===== config.mk =====
export PLATFORM = sky130hd
export DESIGN_NAME = seq_pattern_detector
export DESIGN_NICKNAME = d
export VERILOG_FILES = /design/src/rtl/pattern_det_pkg.sv /design/src/rtl/sat_counter.sv /design/src/rtl/seq_pattern_detector.sv
export SDC_FILE = /design/constraint.sdc
export NUM_CORES = 1
export LEC_CHECK = 0
export CAP_MARGIN = 10
export CORE_MARGIN = 1
export CORE_UTILIZATION = 54
export CTS_BUF_LIST = sky130_fd_sc_hd__clkbuf_8
export CTS_CLUSTER_SIZE = 8
export DETAILED_ROUTE_END_ITERATION = 12
export PLACE_DENSITY_LB_ADDON = 0.08
export SLEW_MARGIN = 20
export SYNTH_ARGS = -nofsm -noshare
export SYNTH_HDL_FRONTEND = slang
export SYNTH_SLANG_ARGS = --single-unit

===== constraint.sdc =====
create_clock -name clk -period 3.28 [get_ports clk]
set_input_delay 0.328 -clock clk [delete_from_list [all_inputs] [get_ports clk]]
set_output_delay 0.328 -clock clk [all_outputs]
set_load 0.02 [all_outputs]

===== src/rtl/pattern_det_pkg.sv =====
// Shared types and helpers for the programmable serial pattern detector.
package pattern_det_pkg;

  localparam int PAT_W_MAX = 32;
  localparam int LEN_MIN   = 2;
  localparam int LEN_W_MAX = $clog2(PAT_W_MAX + 1);

  typedef struct packed {
    logic [PAT_W_MAX-1:0] pattern;
    logic [LEN_W_MAX-1:0] len;
    logic                 overlap;
  } cfg_t;

  // Ones in the low len bits; history bits above the pattern length are ignored.
  function automatic logic [PAT_W_MAX-1:0] len_mask(input logic [LEN_W_MAX-1:0] len);
    logic [PAT_W_MAX-1:0] m;
    m = {PAT_W_MAX{1'b0}};
    for (int i = 0; i < PAT_W_MAX; i++) begin
      m[i] = (LEN_W_MAX'(i) < len);
    end
    return m;
  endfunction

endpackage


===== src/rtl/sat_counter.sv =====
// Saturating up-counter with synchronous clear; holds at all-ones.
module sat_counter #(
  parameter int W = 16
) (
  input  logic         clk,
  input  logic         rst,
  input  logic         inc,
  input  logic         clr,
  output logic [W-1:0] q
);

  // Count registered events, clear and reset win over increment.
  always_ff @(posedge clk) begin
    if (rst) begin
      q <= {W{1'b0}};
    end else if (clr) begin
      q <= {W{1'b0}};
    end else if (inc && (q != {W{1'b1}})) begin
      q <= q + W'(1);
    end else begin
      q <= q;
    end
  end

endmodule


===== src/rtl/seq_pattern_detector.sv =====
// Programmable serial bit-pattern detector with run-time pattern, length and
// overlap mode, registered match pulse and saturating match counter.
module seq_pattern_detector
  import pattern_det_pkg::*;
#(
  parameter  int PAT_W = 8,
  parameter  int CNT_W = 16,
  localparam int LEN_W = $clog2(PAT_W + 1)
) (
  input  logic             clk,
  input  logic             rst,
  input  logic             d_i,
  input  logic             valid_i,
  input  logic             cfg_load_i,
  input  logic [PAT_W-1:0] cfg_pattern_i,
  input  logic [LEN_W-1:0] cfg_len_i,
  input  logic             cfg_overlap_i,
  output logic             match_o,
  output logic [CNT_W-1:0] match_cnt_o,
  output logic             cfg_err_o
);

  localparam logic [LEN_W_MAX-1:0] PAT_LEN_C = LEN_W_MAX'(PAT_W);
  localparam logic [LEN_W_MAX-1:0] LEN_MIN_C = LEN_W_MAX'(LEN_MIN);

  cfg_t                 r_cfg;
  logic [PAT_W-1:0]     r_hist;
  logic [LEN_W_MAX-1:0] r_fill;
  logic                 r_match;
  logic                 r_err;

  logic [LEN_W_MAX-1:0] w_len_in;
  logic                 w_cfg_bad;
  logic                 w_enabled;
  logic                 w_consume;
  logic [PAT_W-1:0]     w_new_hist;
  logic [LEN_W_MAX-1:0] w_new_fill;
  logic [PAT_W_MAX-1:0] w_mask;
  logic [PAT_W_MAX-1:0] w_diff;
  logic                 w_hit;

  assign w_len_in   = LEN_W_MAX'(cfg_len_i);
  assign w_cfg_bad  = (w_len_in < LEN_MIN_C) || (w_len_in > PAT_LEN_C);
  // Zero length after reset keeps the block idle until the first legal load.
  assign w_enabled  = !r_err && (r_cfg.len >= LEN_MIN_C);
  assign w_consume  = valid_i && !cfg_load_i && w_enabled;
  assign w_new_hist = {r_hist[PAT_W-2:0], d_i};
  assign w_new_fill = (r_fill >= PAT_LEN_C) ? PAT_LEN_C : (r_fill + LEN_W_MAX'(1));
  assign w_mask     = len_mask(r_cfg.len);
  assign w_diff     = (PAT_W_MAX'(w_new_hist) ^ r_cfg.pattern) & w_mask;
  assign w_hit      = w_consume && (w_new_fill >= r_cfg.len) &&
                      (w_diff == {PAT_W_MAX{1'b0}});

  // Config latch, history shift register and registered match pulse.
  always_ff @(posedge clk) begin
    if (rst) begin
      r_cfg   <= '{pattern: {PAT_W_MAX{1'b0}}, len: {LEN_W_MAX{1'b0}}, overlap: 1'b0};
      r_hist  <= {PAT_W{1'b0}};
      r_fill  <= {LEN_W_MAX{1'b0}};
      r_match <= 1'b0;
      r_err   <= 1'b0;
    end else if (cfg_load_i) begin
      r_cfg.pattern <= PAT_W_MAX'(cfg_pattern_i);
      r_cfg.len     <= w_len_in;
      r_cfg.overlap <= cfg_overlap_i;
      r_hist        <= {PAT_W{1'b0}};
      r_fill        <= {LEN_W_MAX{1'b0}};
      r_match       <= 1'b0;
      r_err         <= w_cfg_bad;
    end else if (w_consume) begin
      r_match <= w_hit;
      if (w_hit && !r_cfg.overlap) begin
        r_hist <= {PAT_W{1'b0}};
        r_fill <= {LEN_W_MAX{1'b0}};
      end else begin
        r_hist <= w_new_hist;
        r_fill <= w_new_fill;
      end
    end else begin
      r_match <= 1'b0;
    end
  end

  sat_counter #(.W(CNT_W)) u_cnt (
    .clk (clk),
    .rst (rst),
    .inc (w_hit),
    .clr (1'b0),
    .q   (match_cnt_o)
  );

  assign match_o   = r_match;
  assign cfg_err_o = r_err;

endmodule


-- Yosys cells after proc, flatten, opt, wreduce, memory -nomap -nowiden
Cells that the tools add are included.
- register bits: 44
- bits of input ports: 18
- word-level logic and storage cells: 68
- magnitude comparators: 37
- eq/ne operators: 1
- reduce and logical (&&, ||, !) cells: 14
- multiplexer cells: 3
- bitwise logic cells: 3
- add/sub/neg operators: 2
- operator list (kind ; count):
    $lt 5x4->1 const A ; 16
    $and 8x32->32 ; 1
    $logic_not 32->1 ; 1
    $lt 4x4->1 const A ; 8
    $add 16x1->16 const B ; 1
    $lt 3x4->1 const A ; 4
    $ne 16x16->1 const B ; 1
    $mux 6 ; 2
    $lt 1x4->1 const A ; 2
    $lt 2x4->1 const A ; 2
    $xor 8x8->8 ; 1
    $logic_and 1x1->1 ; 7
    $mux 7 ; 1
    $add 6x1->6 const B ; 1
    $ge 6x4->1 ; 1
    $ge 6x4->1 const B ; 1
    $ge 4x2->1 const B ; 1
    $gt 4x4->1 const B ; 1
    $lt 4x2->1 const B ; 1
    $logic_not 1->1 ; 3
    $reduce_or 3->1 ; 1
    $reduce_or 2->1 ; 1
    $logic_or 1x1->1 ; 1
    $not 1->1 ; 1

-- Longest topological paths before layout
Gate-level depths: netlist of run 1.
- word-level depth: 7
- gate-level depth with buffers: 13
- mapped depth without buffers: 10

-- Modules after synthesis
Synthesis of run 1 repeated with hierarchy kept, for this count alone.
- cells, all modules: 235
- area total of the unflattened synthesis: 2214.6 µm²
- modules (own cells, without submodules) (module ; instances ; cells an instance ; area each (µm²) ; seq. area each (µm²)):
    seq_pattern_detector ; 1 ; 133 ; 1297.5 ; 560.5
    sat_counter ; 1 ; 102 ; 917.1 ; 320.3

-- Least setup slack after synthesis of run 1
OpenSTA, ideal clock, no wires.
- path kind: register to register
- from: reg r_fill[0]
- to: reg u_cnt.q[1]
- data required time: 3.152 ns
- buffers on the path: 3
- data arrival time: 2.567 ns
- cell stages (with the launch flop): 13
- path slack: 0.585 ns
- period minus slack after synthesis: 2.695 ns
- path through: dfxtp_1 nor4_1 inv_1 ha_1 or2b_2 a2111o_1 nand4_1 or3_1 buf_2 buf_6 clkbuf_1 mux2i_1 nor2_1
- cells in the longest elaborated chain, start to end: 6
- elaborated cells on any way between the ends: 7
- RTL lines (item ; line ; text):
    start: declaration ; seq_pattern_detector.sv:28 ; logic [LEN_W_MAX-1:0] r_fill;
    start signal: assignment ; seq_pattern_detector.sv:59 ; r_fill <= {LEN_W_MAX{1'b0}};
    start signal: assignment ; seq_pattern_detector.sv:67 ; r_fill <= {LEN_W_MAX{1'b0}};
    start signal: assignment ; seq_pattern_detector.sv:74 ; r_fill <= {LEN_W_MAX{1'b0}};
    $add 6x1->6 / $ge 6x4->1 (equally long branches) ; seq_pattern_detector.sv:48 ; assign w_new_fill = (r_fill >= PAT_LEN_C) ? PAT_LEN_C : (r_fill + LEN_W_MAX'(1));
    $mux 6 * ; seq_pattern_detector.sv:48 ;
    $ge 6x4->1 * ; seq_pattern_detector.sv:51 ; assign w_hit = w_consume && (w_new_fill >= r_cfg.len) &&
    $logic_and 1x1->1 * (2 in series) ; seq_pattern_detector.sv:51 ;
    $logic_and 1x1->1 * ; sat_counter.sv:18 ; end else if (inc && (q != {W{1'b1}})) begin
    end signal: assignment ; sat_counter.sv:17 ; q <= {W{1'b0}};
    end signal: assignment ; sat_counter.sv:19 ; q <= q + W'(1);
    end signal: assignment ; sat_counter.sv:21 ; q <= q;
    end: declaration ; sat_counter.sv:9 ; output logic [W-1:0] q
Every way passes the cells marked *; elsewhere a longest branch is shown, timed or not.
A chain may end at the register's enable or synchronous reset.

-- Final worst setup path of run 1
- from: reg r_fill[0]
- to: reg u_cnt.q[13]
The elaborated chain is that of the path after synthesis.

==> results of run 1 <==
-- per-stage QoR --
step / hold WS (ns) / worst slack, ns
floorplan: 0.455 / 0.585
detailed placement: 0.477 / 0.438
finish: 0.495 / 0.419
CTS: 0.496 / 0.406
global route: 0.516 / 0.227
global placement: 0.475 / 0.468
-- metal layers --
layer	track usage	wire length, um	up-vias
li1	-	-	881
met1	0.281	2060	789
met2	0.356	1920	37
met3	0.0571	183	6
met4	0.0881	57	0
met5	0	0	-
-- flip-flops by register name, summed over array words and instances, names as in the netlist --
name,cells
r_cfg,13
u_cnt.q,16
cfg_err_o,1
match_o,1
r_fill,6
r_hist,7
-- cell families (layout without fill, tap and decap cells) --
group,Yosys count,after routing
simple gates,82,82
compound gates,46,46
flops,44,44
buf+inv,23,57
mux,17,17
xor+xnor,10,10
fa+ha+maj,7,7
-- critical path, delay by kind of cell, from the launching register on --
kind	cells	cell delay, ns
xor+xnor	1	0.13
buf+inv	1	0.21
compound gates	3	0.44
fa+ha+maj	2	0.48
simple gates	4	1.19
flops	1	0.35
-- cell usage after synthesis (2+ instances only) --
library cell,count
inv_1,10
o21ai_0,10
or3_1,10
and2_1,4
o31ai_1,3
ha_1,7
nand2_1,7
mux2i_1,14
xnor2_1,5
nor2_1,23
dfxtp_1,44
nor3_1,6
buf_6,2
nand4_1,2
and3_1,4
a21oi_1,15
clkbuf_1,6
nor2b_1,3
or4_1,4
nor4_1,2
nand3_1,10
xor2_1,5
buf_1,3
mux2_2,3
a22o_1,11
-- path summary, 6_finish.rpt --
| check | slack (ns) | end | cells past startpoint | from |
|---|---|---|---|---|
| max | 0.42 | u_cnt.q[13]$_SDFFE_PP0P_ | 11 | r_fill[0]$_SDFFE_PP0P_ |
| min | 0.49 | r_fill[4]$_SDFFE_PP0P_ | 1 | r_fill[4]$_SDFFE_PP0P_ |
| max reg2reg | 0.42 | u_cnt.q[13]$_SDFFE_PP0P_ | 11 | r_fill[0]$_SDFFE_PP0P_ |
| min reg2reg | 0.49 | r_fill[4]$_SDFFE_PP0P_ | 1 | r_fill[4]$_SDFFE_PP0P_ |
-- cell type report --
type,instances,area share
multi-input cells,162,0.430
flip-flops and latches,44,0.346
repair buffers,39,0.150
clock buffers,6,0.0325
well taps,48,0.0236
inverters,10,0.0148
clock inverters,2,0.00295
-- power groups by stage --
stage / clock network (mW) / logic (mW) / registers, mW
after detailed placement: 0 / 0.0890 / 0.569
after CTS: 0.345 / 0.0894 / 0.556
after global routing: 0.370 / 0.0987 / 0.558
after global placement: 0 / 0.0876 / 0.569
final: 0.338 / 0.0885 / 0.556
after floorplan: 0 / 0.0556 / 0.566
==> metrics.md, run 1 <==
| Metric | Value |
|---|---|
| Status | finished, final reports clean |
| Die width | 64.1 um |
| Remaining antenna violation count | 0 |
| CP startpoint kind | register |
| Post-synthesis mux area share | 0.0836 |
| Post-Syn Area per Cell | 9.09 sq um |
| Cell variety after synth | 41 |
| Post-synth EDFFs | 0 |
| Total grt overflow | 0 |
| Slew @ Worst Pin | 0.540 ns |
| Clock transition at path regs | around 0.080 ns |
| First drt pass iteration count | 4 |
| HP Class | reg2reg |
| Initial DRC Count | 130 |
| Cells after DPL | 303 |
| Synthesized flop and latch total | 44 |
| Buffers on Ports | 35 |
| Main combinational cell family by area after synthesis | simple AND/OR/NAND/NOR gates |
| Switching pwr | between 200 and 250 uW |
| Post-synth top area share | 0.423 |
| Power Internal | around 760 uW |
| Critical path's most frequent cell | ha_1 |
| Setup crit end kind | register |
| XOR/XNOR Fraction of Synth Area | 0.0421 |
| TritonCTS Sinks | 44 |
| Post-synth net total | 254 |
| Final setup fails | 0 |
| Synth Area in Adders | 0.0421 |
| YS warnings | 0 |
| Mapped Cells | 229 |
| Root Driver | clkbuf_8 |
| FF+latch area | between 800 and 900 sq um |
| Top_reg_cell synth | dfxtp_1 |
| Sw frac | 0.229 |
| Std cell rows | 22 |
| Clock Power Share | 0.344 |
| Io pins | 36 |
| Critical Path AT | slightly above 3 ns |
| Cell taking the most area after synthesis | dfxtp_1 |
| Leakage | 0.998 nW |
| Sequential power share | 0.566 |
| Seq/Total Area, Yosys | 0.423 |
| Placed Area | 2450 sq um |
| Count of hold-fix buffers inserted at cts | 0 |
| Vias in the first global route | 1633 |
| Final max-slew violation count | 0 |
| CORE AREA | 3690 sq um |
| Antenna violations before repair | 0 |
| Total power | 983 uW |
| Syn-to-layout area delta | 22.2% |
| DR WL/cell | 13.6 um |
| Final period util | 0.872 |
| Final Wtd Congestion | about 0.81 |
| Post-CTS setup buffer count | 0 |
| Hpwl dp | 2920 um |
| Clock Latency Late Sink | 0.29 ns |
| Area occupied by multi-input gates | roughly 1100 sq um |
| Combinational Power Share | 0.090 |
| Async SR Flop Fraction | 0 |
| RSZ-0062 raised after global routing | no |
| Die Footprint | 4110 sq um |
| Design area | roughly 2500 sq um |
| CP required | 3.51 ns |
| Critical Path, Cell by Cell | ha_1 > xor2_1 > and2_1 > ha_1 > o21ai_0 > a222oi_1 > nand4_1 > or3_1 > buf_4 > or4_1 > a21oi_1 |
| Aggregate routed wire length | 4220 um |
| Setup CP Type | reg2reg |
| Final net count | 287 |
| Drt via density | 5.51 |
| ANT cells | 0 |
| Htree depth | 2 |
| Pwr/cell area | 387 nW/um^2 |
| Maximum root-to-sink buffer count | 2 |
| Post-CTS sizing | 0 |
| Filler cells | ~300 |
| Top cells by area, synth | dfxtp_1, mux2i_1, a22o_1, ha_1, nor2_1 |
| Setup TNS | 0 ns |
| First-pass GRT wire length | slightly above 7000 um |
| Share of layout cells above drive strength 1 | 0.0760 |
| Die Ht | 64.1 um |
| Final hold viol count | 0 |
| Commonest non-fill, non-tap cell in the layout | dfxtp_1 |
| Max Cap Viol | 0 |
| Max Freq | 0.350 GHz |
| Synth Area in Simple Gates | 0.207 |
| Layout Skew | 0.00641 ns |
| Largest net degree at the start of global routing | 26 |
| CTS tree | built |
| VDD IR max | 0.242 mV |
| Post-layout util | 0.689 |
| Total CTS buffers | 5 |
| DRC viols | 0 |
| Most frequent cells in the layout | dfxtp_1, clkdlybuf4s50_1, nor2_1 |
| Compound-Gate Fraction of Synth Area | 0.150 |
| Period minus WS final | 2.86 ns |
| Post-Syn Area | 2080 sq um |
| Slew headroom | 0.639 |
| Slowest stage delay, CP | 0.51 ns |
| Vias | 1713 |
| Crit-path slowest cell | or4_1 |
| Final cell count without fillers | 311 |
| Initial Util | 0.564 |
| GRT Overall Usage | 0.222 |
| CP Max Fanout | 25 |
(Power assumes the default switching activity.)
==> inputs of run 2 (changes only) <==
Settings changed: CORE_UTILIZATION 54 to 40.
Clock period 3.28 ns to 2.9 ns, I/O delays scaled along.
==> metrics.md, run 2 (same netlist as run 1, synthesis figures left out) <==
| Metric | Value |
|---|---|
| Total grt overflow | 0 (unchanged) |
| Share of layout cells above drive strength 1 | 0.103 (+0.0266) |
| Post-CTS setup buffer count | 0 (unchanged) |
| Period minus WS final | 2.77 ns (-0.0906 ns) |
| Status | finished, final reports clean |
| TritonCTS Sinks | 44 (unchanged) |
| Htree depth | 2 (unchanged) |
| Slew headroom | 0.771 (+0.132) |
| Grt peak-use layer | met2 |
| Setup CP Type | reg2reg |
| Syn-to-layout area delta | 25.1% |
| Total CTS buffers | 5 (unchanged) |
| HP Class | reg2reg |
| Clock Latency Late Sink | 0.29 ns (about the same) |
| Max reg flops | 16 (unchanged) |
| Root Driver | clkbuf_8 |
| Count of hold-fix buffers inserted at cts | 0 (unchanged) |
| Initial Util | 0.429 (-0.135) |
| Crit-path slowest cell | or4_4 |
| First-pass GRT wire length | 7520 um (+6.3%) |
| Critical Path, Cell by Cell | ha_1 > xor2_1 > and2_1 > ha_1 > o21ai_0 > a222oi_1 > nand4_1 > or3_4 > buf_6 > or4_4 > a21oi_2 |
| RSZ-0062 raised after global routing | yes |
| Final Wtd Congestion | 0.737 (-9.3%) |
| FF+latch area | 882 sq um (+0.14%) |
| Total power | 1.08 mW (+9.4%) |
| Filler cells | 462 (+56%) |
| Die width | 74.1 um (+16%) |
| Layout Skew | 0.00848 ns (+0.00207 ns) |
| First drt pass iteration count | 4 (unchanged) |
| Largest reg by FF count | u_cnt.q |
| Largest registers | u_cnt.q (16), r_cfg (13), r_hist (7) |
| Antenna violations before repair | 0 (unchanged) |
| CP startpoint kind | register |
| Area occupied by multi-input gates | 1110 sq um (+1.7%) |
| Final hold viol count | 0 (unchanged) |
| Pwr/cell area | 413 nW/um^2 (+6.8%) |
| Setup TNS | 0 ns (unchanged) |
| ANT cells | 0 (unchanged) |
| Die Ht | 74.1 um (+16%) |
| Setup crit end kind | register |
| Most frequent cells in the layout | dfxtp_1, clkdlybuf4s50_1, nor2_1 |
| Clock transition at path regs | 0.08 ns (about the same) |
| Grt met2 use | 0.308 (-0.0483) |
| Die Footprint | 5490 sq um (+34%) |
| Vias | 1695 (-1.1%) |
| Final net count | 290 (+1.0%) |
| VDD IR max | 0.206 mV (-15%) |
| Vias in the first global route | 1666 (+2.0%) |
| CORE AREA | 4850 sq um (+31%) |
| Final period util | 0.955 (+0.0830) |
| Critical path's most frequent cell | ha_1 |
| Leakage | 1.01 nW (+0.86%) |
| Std cell rows | 25 (+14%) |
| Buffers on Ports | 35 (unchanged) |
| Slew @ Worst Pin | 0.343 ns (-0.197 ns) |
| CTS tree | built |
| GR Util met1 | 0.219 (-0.0622) |
| GR Util met3 | 0.0447 (-0.0124) |
| GRT Overall Usage | 0.177 (-0.0442) |
| Slowest stage delay, CP | 0.41 ns (-0.10 ns) |
| Final setup fails | 0 (unchanged) |
| Max Cap Viol | 0 (unchanged) |
| Drt via density | 5.14 (-6.7%) |
| Initial DRC Count | 121 (-6.9%) |
| Maximum root-to-sink buffer count | 2 (unchanged) |
| CP Max Fanout | 14 (-44%) |
| Io pins | 36 (unchanged) |
| Critical Path AT | 3.00 ns (-0.09 ns) |
| DRC viols | 0 (unchanged) |
| Aggregate routed wire length | 4440 um (+5.3%) |
| CP required | 3.13 ns (-0.38 ns) |
| Remaining antenna violation count | 0 (unchanged) |
| Commonest non-fill, non-tap cell in the layout | dfxtp_1 |
| Final max-slew violation count | 0 (unchanged) |
| DR WL/cell | 13.5 um (-0.77%) |
| Max Freq | 0.361 GHz (+3.3%) |
| Hpwl dp | 3150 um (+7.8%) |
| Largest net degree at the start of global routing | 31 (+19%) |
## run 2: final cells by class
type                    count  area share
inverters                  10      0.0144
well taps                  67      0.0322
multi-input cells         162       0.427
flip-flops and latches     44       0.339
repair buffers             42       0.161
clock buffers               5      0.0264
## run 2: metal layers
layer  up-vias  wire length (um)
met5         -                 0
met4         0                30
li1        887                 -
met3         5               167
met2        24              2140
met1       779              2100
## run 2: what timing repair did
action,in CTS,in global routing
endpoints found under the setup margin,0,13
gates resized for setup,0,6
hold endpoints to repair,0,0
## run 2: final timing paths
path / start / end / slack [ns] / cells after the start
worst min register to register: u_cnt.q[10]$_SDFFE_PP0P_ / u_cnt.q[10]$_SDFFE_PP0P_ / 0.50 / 2
worst max-delay path: r_fill[1]$_SDFFE_PP0P_ / u_cnt.q[8]$_SDFFE_PP0P_ / 0.13 / 11
worst max register to register: r_fill[1]$_SDFFE_PP0P_ / u_cnt.q[8]$_SDFFE_PP0P_ / 0.13 / 11
worst min-delay path: u_cnt.q[10]$_SDFFE_PP0P_ / u_cnt.q[10]$_SDFFE_PP0P_ / 0.50 / 2
## run 2: critical path: cells and delay by family, from the launching register on
family / cells / cell delay [ns]
and+or+nand+nor: 4 / 1.14
AOI/OAI and AO/OA: 3 / 0.49
adders and majority gates: 2 / 0.45
DFF: 1 / 0.34
buffers and inverters: 1 / 0.16
xor gates and xnor gates: 1 / 0.14
## run 2: stage by stage
step	util	cells	setup slack [ns]	instance area, sq um	hold slack [ns]
CTS	0.532	330	0.0493	2580	0.495
floorplan	-	229	0.205	2080	0.423
detailed placement	0.518	325	0.0978	2510	0.479
global placement	0.518	325	0.110	2510	0.472
finish	0.537	330	0.130	2600	0.497
global route	0.537	330	0.00183	2600	0.526
## run 2: power by group
group          leakage, nW  internal [mW]  switching [mW]  total, mW
Combinational        0.613         0.0562          0.0474      0.104
Clock               0.0359          0.155           0.187      0.342
Sequential           0.358          0.616          0.0128      0.629
Total                 1.01          0.828           0.247       1.08
==> inputs of run 3 (changes only) <==
Settings changed: CORE_ASPECT_RATIO set to 0.9.
==> metrics.md, run 3 (same netlist as run 1, synthesis figures left out) <==
| Metric | Value |
|---|---|
| Max Cap Viol | 0 (unchanged) |
| Commonest non-fill, non-tap cell in the layout | dfxtp_1 |
| Final setup fails | 0 (unchanged) |
| First drt pass iteration count | 4 (unchanged) |
| Remaining antenna violation count | 0 (unchanged) |
| Root Driver | clkbuf_8 |
| Initial Util | 0.423 (-0.00665) |
| Final net count | 290 (unchanged) |
| Share of layout cells above drive strength 1 | 0.117 (+0.0139) |
| Max Freq | 0.365 GHz (+1.1%) |
| Layout Skew | 0.00429 ns (-0.00419 ns) |
| Setup crit end kind | register |
| Clock Latency Late Sink | 0.30 ns (about the same) |
| CP Max Fanout | 8 (-6) |
| Largest net degree at the start of global routing | 22 (-29%) |
| ANT cells | 0 (unchanged) |
| Hpwl dp | 3170 um (+0.71%) |
| Final max-slew violation count | 0 (unchanged) |
| Vias in the first global route | 1463 (-12%) |
| Total grt overflow | 0 (unchanged) |
| Largest registers | u_cnt.q (16), r_cfg (13), r_hist (7) |
| Largest reg by FF count | u_cnt.q |
| Leakage | 1.03 nW (+2.8%) |
| Slew @ Worst Pin | 0.680 ns (+0.338 ns) |
| HP Class | reg2reg |
| DRC viols | 0 (unchanged) |
| Pwr/cell area | 514 nW/um^2 (+24%) |
| CP required | 3.13 ns (about the same) |
| Post-layout util | 0.543 (+0.00565) |
| Vias | 1678 (-1.0%) |
| Die width | 78.0 um (+5.3%) |
| Most frequent cells in the layout | dfxtp_1, clkdlybuf4s50_1, nor2_1 |
| Aggregate routed wire length | 4460 um (+0.47%) |
| Initial DRC Count | 72 (-40%) |
| Die Footprint | 5490 sq um (about the same) |
| Antenna violations before repair | 0 (unchanged) |
| RSZ-0062 raised after global routing | yes |
| Period minus WS final | 2.74 ns (-0.0313 ns) |
| Htree depth | 2 (unchanged) |
| CTS tree | built |
| Final cell count without fillers | 331 (+0.30%) |
| Max reg flops | 16 (unchanged) |
| CORE AREA | 4920 sq um (+1.6%) |
| Maximum root-to-sink buffer count | 2 (unchanged) |
| Final hold viol count | 0 (unchanged) |
| Die Ht | 70.4 um (-5.0%) |
| Critical Path AT | 2.97 ns (-0.03 ns) |
| Final Wtd Congestion | 0.785 (+6.5%) |
| Slew headroom | 0.545 (-0.226) |
| Total CTS buffers | 5 (unchanged) |
| Syn-to-layout area delta | 28.4% |
| Count of hold-fix buffers inserted at cts | 0 (unchanged) |
| Std cell rows | 24 (-4.0%) |
| GRT Overall Usage | 0.174 (-0.00322) |
| VDD IR max | 0.422 mV (+110%) |
| Setup CP Type | reg2reg |
| DR WL/cell | 13.5 um (+0.17%) |
| First-pass GRT wire length | 7330 um (-2.5%) |
| Clock transition at path regs | 0.08 ns (about the same) |
| Buffers on Ports | 35 (unchanged) |
| CP startpoint kind | register |
| Placed Area | 2500 sq um (-0.60%) |
| Io pins | 36 (unchanged) |
| Filler cells | 466 (+0.87%) |
| Final period util | 0.945 (-0.0108) |
| Cells after DPL | 323 (-0.62%) |
| Design area | 2670 sq um (+2.6%) |
| Drt via density | 5.07 (-1.3%) |
| TritonCTS Sinks | 44 (unchanged) |
| Status | finished, final reports clean |
[run 3: repair_timing]
| item | in CTS | in global routing |
|---|---|---|
| endpoints found under the setup margin | 0 | 26 |
| buffers inserted | 0 | 0 |
| gates resized for setup | 0 | 6 |
[run 3: final timing paths]
kind                          start                       to  slack, ns  cells after the start
min reg2reg  cfg_err_o$_SDFFE_PP0P_   cfg_err_o$_SDFFE_PP0P_       0.50                      2
max          r_fill[1]$_SDFFE_PP0P_  u_cnt.q[8]$_SDFFE_PP0P_       0.16                     11
min          cfg_err_o$_SDFFE_PP0P_   cfg_err_o$_SDFFE_PP0P_       0.50                      2
max reg2reg  r_fill[1]$_SDFFE_PP0P_  u_cnt.q[8]$_SDFFE_PP0P_       0.16                     11
[run 3: report_power, final]
group / internal, mW / switching [mW] / total (mW)
clock: 0.431 / 0.211 / 0.641
sequential: 0.616 / 0.0127 / 0.629
combinational: 0.0556 / 0.0480 / 0.104
total: 1.10 / 0.271 / 1.37
[run 3: routing by layer]
metal | GRT usage | vias to the layer above | part of all wire
met5 | 0 | - | 0
met2 | 0.224 | 39 | 0.39
met3 | 0.0510 | 4 | 0.040
met1 | 0.272 | 747 | 0.56
li1 | - | 888 | -
met4 | 0.0494 | 0 | 0.0094
[run 3: final cells by class]
type,instances,area (sq um),area share
Multi-Input combinational cell,162,1110,0.415
Sequential cell,44,883,0.331
Timing Repair Buffer,42,403,0.151
Clock inverter,3,90.1,0.0337
Tap cell,65,81.3,0.0304
Clock buffer,5,68.8,0.0257
Inverter,10,37.5,0.0140
[run 3: critical path: stages (launching register included)]
cell	delay [ns]
dfxtp_2	0.34
ha_1	0.18
xor2_1	0.13
and2_1	0.17
ha_1	0.26
o21ai_0	0.08
a222oi_1	0.24
nand4_1	0.15
or3_4	0.38
buf_4	0.17
or4_1	0.40
a21oi_1	0.15
[run 3: through the flow]
stage                     worst slack [ns]  setup TNS (ns)  hold slack (ns)  power [mW]
final                                0.161               0            0.500        1.37
after global routing               -0.0269         -0.0534            0.523        1.43
after CTS                           0.0534               0            0.497        1.39
after detailed placement            0.0952               0            0.486       0.747
after global placement               0.104               0            0.473       0.746
after floorplan                      0.205               0            0.423       0.703
